<file path="src/rtl/systolic_feeder.sv">
// rtl/systolic_feeder.sv - skews A/B K-step vectors into a systolic array and tracks completion
// Optional WAIT timeout guarded by SYS_FEED_TIMEOUT_EN.
module systolic_feeder #(
  parameter int WIDTH      = 16,
  parameter int ARR_HEIGHT = 4,
  parameter int ARR_WIDTH  = 4,
  parameter int TIMEOUT    = 64
) (
  input  logic                        clk,
  input  logic                        reset,
  input  logic                        in_valid,
  output logic                        in_ready,
  input  logic                        in_last,
  input  logic [ARR_HEIGHT*WIDTH-1:0] in_a_vec,
  input  logic [ARR_WIDTH*WIDTH-1:0]  in_b_vec,
  output logic [ARR_HEIGHT*WIDTH-1:0] sys_in_a,
  output logic [ARR_WIDTH*WIDTH-1:0]  sys_in_b,
  output logic                        sys_done_flag,
  input  logic                        sys_calc_done,
  output logic                        busy,
  output logic                        result_valid,
  output logic                        timeout_err
);

  typedef enum logic [1:0] {IDLE, FEED, WAIT} state_t;

  state_t state;
  logic   fire;

  assign in_ready = (state != WAIT);
  assign busy     = (state != IDLE);
  assign fire     = in_valid && in_ready;

  // Lane i gets a chain of depth i+1; idle cycles push zero bubbles.
  for (genvar i = 0; i < ARR_HEIGHT; i++) begin : g_a_lane
    logic [WIDTH-1:0] sr [0:i];
    always_ff @(posedge clk) begin
      if (reset) begin
        for (int k = 0; k <= i; k++) sr[k] <= '0;
      end else begin
        sr[0] <= fire ? in_a_vec[i*WIDTH +: WIDTH] : '0;
        for (int k = 1; k <= i; k++) sr[k] <= sr[k-1];
      end
    end
    assign sys_in_a[i*WIDTH +: WIDTH] = sr[i];
  end

  for (genvar j = 0; j < ARR_WIDTH; j++) begin : g_b_lane
    logic [WIDTH-1:0] sr [0:j];
    always_ff @(posedge clk) begin
      if (reset) begin
        for (int k = 0; k <= j; k++) sr[k] <= '0;
      end else begin
        sr[0] <= fire ? in_b_vec[j*WIDTH +: WIDTH] : '0;
        for (int k = 1; k <= j; k++) sr[k] <= sr[k-1];
      end
    end
    assign sys_in_b[j*WIDTH +: WIDTH] = sr[j];
  end

`ifdef SYS_FEED_TIMEOUT_EN
  localparam int CNT_W = $clog2(TIMEOUT + 1);
  logic [CNT_W-1:0] wait_cnt;
`else
  logic unused_timeout;
  assign unused_timeout = (TIMEOUT != 0);
  assign timeout_err    = 1'b0;
`endif

  always_ff @(posedge clk) begin
    if (reset) begin
      state         <= IDLE;
      sys_done_flag <= 1'b0;
      result_valid  <= 1'b0;
`ifdef SYS_FEED_TIMEOUT_EN
      wait_cnt      <= '0;
      timeout_err   <= 1'b0;
`endif
    end else begin
      // Lane-0 of the final vector becomes visible on the same edge as this flag.
      sys_done_flag <= fire && in_last;
      result_valid  <= 1'b0;
      case (state)
        IDLE, FEED: begin
`ifdef SYS_FEED_TIMEOUT_EN
          wait_cnt <= '0;
`endif
          if (fire) state <= in_last ? WAIT : FEED;
        end
        WAIT: begin
          if (sys_calc_done) begin
            state        <= IDLE;
            result_valid <= 1'b1;
          end
`ifdef SYS_FEED_TIMEOUT_EN
          else if (wait_cnt == CNT_W'(TIMEOUT - 1)) begin
            state       <= IDLE;
            timeout_err <= 1'b1;
          end else begin
            wait_cnt <= wait_cnt + CNT_W'(1);
          end
`endif
        end
        default: state <= IDLE;
      endcase
    end
  end

endmodule

</file>
<file path="config.mk">
export PLATFORM = sky130hd
export DESIGN_NAME = systolic_feeder
export DESIGN_NICKNAME = d
export VERILOG_FILES = /design/src/rtl/systolic_feeder.sv
export SDC_FILE = /design/constraint.sdc
export NUM_CORES = 1
export LEC_CHECK = 0
export ABC_AREA = 1
export BUFFER_PORTS_ARGS = -buffer_cell sky130_fd_sc_hd__buf_4
export CAP_MARGIN = 20
export CORE_MARGIN = 2
export CORE_UTILIZATION = 55
export CTS_CLUSTER_DIAMETER = 60
export DETAILED_ROUTE_END_ITERATION = 7
export HOLD_SLACK_MARGIN = 0.05
export PLACE_DENSITY = 0.83
export SETUP_SLACK_MARGIN = 0.15
export SLEW_MARGIN = 10
export SYNTH_ARGS = -nofsm -noshare
export SYNTH_HDL_FRONTEND = slang
export SYNTH_SLANG_ARGS = --single-unit
</file>
<file path="constraint.sdc">
create_clock -name clk -period 1.7 [get_ports clk]
set_clock_uncertainty 0.05 [all_clocks]
set_input_delay 0.34 -clock clk [delete_from_list [all_inputs] [get_ports clk]]
set_output_delay 0.34 -clock clk [all_outputs]
set_load 0.02 [all_outputs]
</file>
# Yosys cells after proc, flatten, opt, wreduce, memory -nomap -nowiden
# Memories as Yosys holds them, arrays and structs flattened.
# Index checks and enable logic that the tools add are counted.
# op_classes
n_eq_ne	5
n_mux	38
bitwise	19
n_reduce_logical	9
# ops
op	count
$mux W16	28
$reduce_or A16 Y1	2
$or A1 B1 Y1	18
$mux W1	6
$mux W2	3
$ne A2 B2 Y1 const B	3
$pmux W2 S2	1
$reduce_or A2 Y1	2
$eq A2 B1 Y1 const B	1
$eq A2 B2 Y1 const B	1
$logic_and A1 B1 Y1	2
$logic_not A2 Y1	1
$reduce_and A2 Y1	1
$reduce_bool A2 Y1	1
$not A1 Y1	1
# word_totals
reg_bits	4
mem_bits_rw	320
inputBits	133
out_inout_bits	133
wordCells	82
n_memories	8
# mem_list
memory	depth	width	rd	rd_clocked_by_memory_dff	wr	line_no	source
g_a_lane[3].sr	4	16	4	0	4	36	logic [WIDTH-1:0] sr [0:i];
g_b_lane[3].sr	4	16	4	0	4	49	logic [WIDTH-1:0] sr [0:j];
g_a_lane[2].sr	3	16	3	0	3	36	
g_b_lane[2].sr	3	16	3	0	3	49	
g_a_lane[1].sr	2	16	2	0	2	36	
g_b_lane[1].sr	2	16	2	0	2	49	
+2 memories	--	--	--	--	--	--	

# Logic depth before layout (Yosys ltp)
# depth
depth_word	4
depth_mapped	6
depth_no_buf	4

# Worst setup path before layout
# OpenSTA, ideal clock, no wires.
# synth_path
kind	register to register
from	register state[0]
to	memory g_b_lane[3].sr[0][10]
setup_time_ps	111
arrival_ps	964
t_required_ps	1539
path_slack_ps	576
stages_incl_launch_ff	7
path_buffers	2
synth_period_minus_slack_ps	1124
cell_sequence	dfxtp_1 -> inv_1 -> nand2_2 -> nand3b_4 -> buf_2 -> buf_6 -> nor2_1
# synth_lines
item	line_no	source
start: declaration	27	state_t state;
start signal: assignment	88	if (fire) state <= in_last ? WAIT : FEED;
end: declaration	49	

# Worst setup path in the final report
# layout_path
from	register state[1]
to	output port busy
# layout_between
elab_chain_cells	1
# layout_rtl
item	line_no	source
$reduce_bool A2 Y1	31	assign busy = (state != IDLE);
end: declaration	20	output logic busy,
# No other way between the ends.

==> reports/summary.txt <==
CP top delay family: flip-flops
Clock Pin Slew Worst Setup and Hold Paths: 60 ps
Yosys top cell area share: 66.8%
WL final: 22.8 mm
Fillers: 944
Mapped Cells: 1082
Hold Fails Final Rpt: 0
Setup TNS: 0 ps
CTS tree: built
Initial DRT Pass Iterations: 6
Crit start category: flip-flop
Hold Crit Class: in -> reg
P&R area growth vs syn: 41.1%
Peak Freq: 0.653 GHz
Number of global-route vias before repair: 7299
Routed len/inst: 13.7 um
Clk sinks: 324
Port Buffer Count: 264
Htree depth: 1
Post-synthesis register bit count: 324
GR Util All Layers: 23.8%
YS warnings: 0
Max incr delay on CP: 370 ps
Root Driver: clkbuf_16
Skew-Pair Late Insertion Delay: 540 ps
DRC: 0
CTS max path bufs: 3
Synth area leader: dfxtp_1
HPWL after DPL: 11.2 mm
Die Ht: 137 um
Core area: 17300 um2
Row cnt: 48
Routed via count: 7038
Largest cells by area after synthesis: dfxtp_1, inv_1, nor2_1, buf_4, buf_6
Leakage power: 6.73 nW
Hold_ws: 102 ps
CP Cell Sequence: inv_4 -> nand2_4 -> buf_6
Avg Vias per Cell: 4.23
Worst IR Drop VDD: 1220 uV
Layout cells sized above 1: 22.9%
Crit path buf inv count: 2
First-pass GRT wire length: 34.8 mm
Layout Utilization: 79.3%
Area of the multi-input gates: 1290 um2
Register area: 6490 um2
Status: finished, final reports clean
Pins over their slew limit: 0
Worst Path Class, Setup: reg -> out
Tcrit/Tclk final: 90.1%
Final #Nets: 1547
Gr ovfl total: 0
EDFF count, synth: 0
Synth cell types: 14
Synthesized area: 9720 um2
CTS buffer count: 30
Die width: 137 um
Max Cap Viol: 0
Worst-path cell with the longest stage delay: dfxtp_4
Final setup viols: 0
Boundary Pins: 266
Top cells by count, synth: dfxtp_1, inv_1, nor2_1, buf_4, buf_2
Register area share after synthesis: 66.8%
Net Count, Synth: 1215
Unrepaired setup endpoints after global routing: true
Iter 0 DRT Violations: 272
RePlAce Congestion: 0.738
Crit. End Element: primary output
Min Tclk post-route: 1530 ps
Starting Density: 56.2%
R2R Setup Slk: 350 ps
Pwr/cell area: 1150 nW/um2
Initial antenna violation count: 1
Die area: 18700 um2
Largest net degree at the start of global routing: 100
WP data required: 1310 ps
CP max FO: 3
Detail Route Antenna Nets: 0
Share of flip-flops with an asynchronous set or reset: 0%
WP data arrival: 1140 ps
Main synth FF type: dfxtp_1
Mean area per synthesized cell: 8.98 um2
-- cells by family (layout without fill, tap and decap cells) --
logic type             count (synthesis)  in the layout  synth area share, %
AOI/OAI and AO/OA                      2              2                0.103
other                                  1              2               0.0386
DFF                                  324            324                 66.8
buffers and inverters                425            780                 20.1
and+or+nand+nor                      330            330                 13.0
-- power by group --
| group | internal, mW | switching, mW | leakage (nW) |
|---|---|---|---|
| combinational | 0.598 | 0.542 | 3.57 |
| sequential | 7.82 | 0.0702 | 2.64 |
| clock | 4.00 | 2.77 | 0.516 |
-- layout by cell type (no fill, tap or decap) --
master           n
nand2_1          1
clkinv_2        10
diode_2          1
clkbuf_1         3
dfxtp_2          1
inv_1          322
buf_6            3
a21oi_1          2
nor3_1           1
nand2_4          2
dfxtp_1        322
bufinv_16        3
buf_12           4
clkbuf_8         7
clkbuf_16       30
dfxtp_4          1
dlygate4sd3_1  131
nor2_1         322
nand3_1          3
inv_6            1
inv_4            2
nand3b_4         1
buf_4          263
conb_1           1
clkinv_8         1
-- final cells by class --
cell class / instances / share of cell area, %
flip-flops and latches: 324 / 47.4
clock buffers: 40 / 6.26
well taps: 225 / 2.05
multi-input cells: 333 / 9.40
clock inverters: 15 / 1.20
inverters: 324 / 8.91
diodes: 1 / 0.0183
repair buffers: 401 / 24.8
-- tightest hold or removal path, stage by stage --
cell     delay, ps
buf_4          140
nand3_1         80
a21oi_1         70
-- through the flow --
stage | setup slack, ps | total power, mW | cells | cell area (um2)
2_1_floorplan | 576 | 8.51 | 1082 | 9720
3_3_place_gp | 500 | 8.84 | 1474 | 11300
3_5_place_dp | 463 | 8.87 | 1474 | 11300
4_1_cts | 143 | 15.8 | 1661 | 13700
5_1_grt | 130 | 16.3 | 1663 | 13700
6_report | 168 | 15.8 | 1663 | 13700
-- repair_timing --
| action | 4_1_cts | 5_1_grt |
|---|---|---|
| setup endpoints to repair | 2 | 2 |
| setup buffers | 1 | 1 |
| pin swaps | 0 | 2 |
| hold endpoints to repair | 138 | 0 |
| hold buffers | 131 | 0 |
| gates resized for setup | 9 | 3 |
-- routing by layer --
layer | part of all wire (%) | vias to the layer above | GRT usage [%]
met2 | 54 | 271 | 45.9
met3 | 7.2 | 66 | 6.19
met1 | 35 | 3178 | 24.2
li1 | - | 3523 | -
met4 | 3.4 | 0 | 9.22
met5 | 0 | - | 0
-- flip-flops by register name, summed over array words and instances, names as in the netlist --
signal         cells
state              2
g_a_lane.sr      160
result_valid       1
sys_done_flag      1
g_b_lane.sr      160
-- final timing paths --
kind                                        start                                to  cells past startpoint
hold reg to reg   g_b_lane[3].sr[1][0]$_SDFF_PP0_   g_b_lane[3].sr[2][0]$_SDFF_PP0_                      2
hold / removal                           in_valid             state[0]$_SDFFE_PP0P_                      3
setup reg to reg            state[0]$_SDFFE_PP0P_  g_b_lane[0].sr[0][12]$_SDFF_PP0_                      6
setup / recovery            state[1]$_SDFFE_PP0P_                              busy                      3
Power figures use the tool's default switching activity.
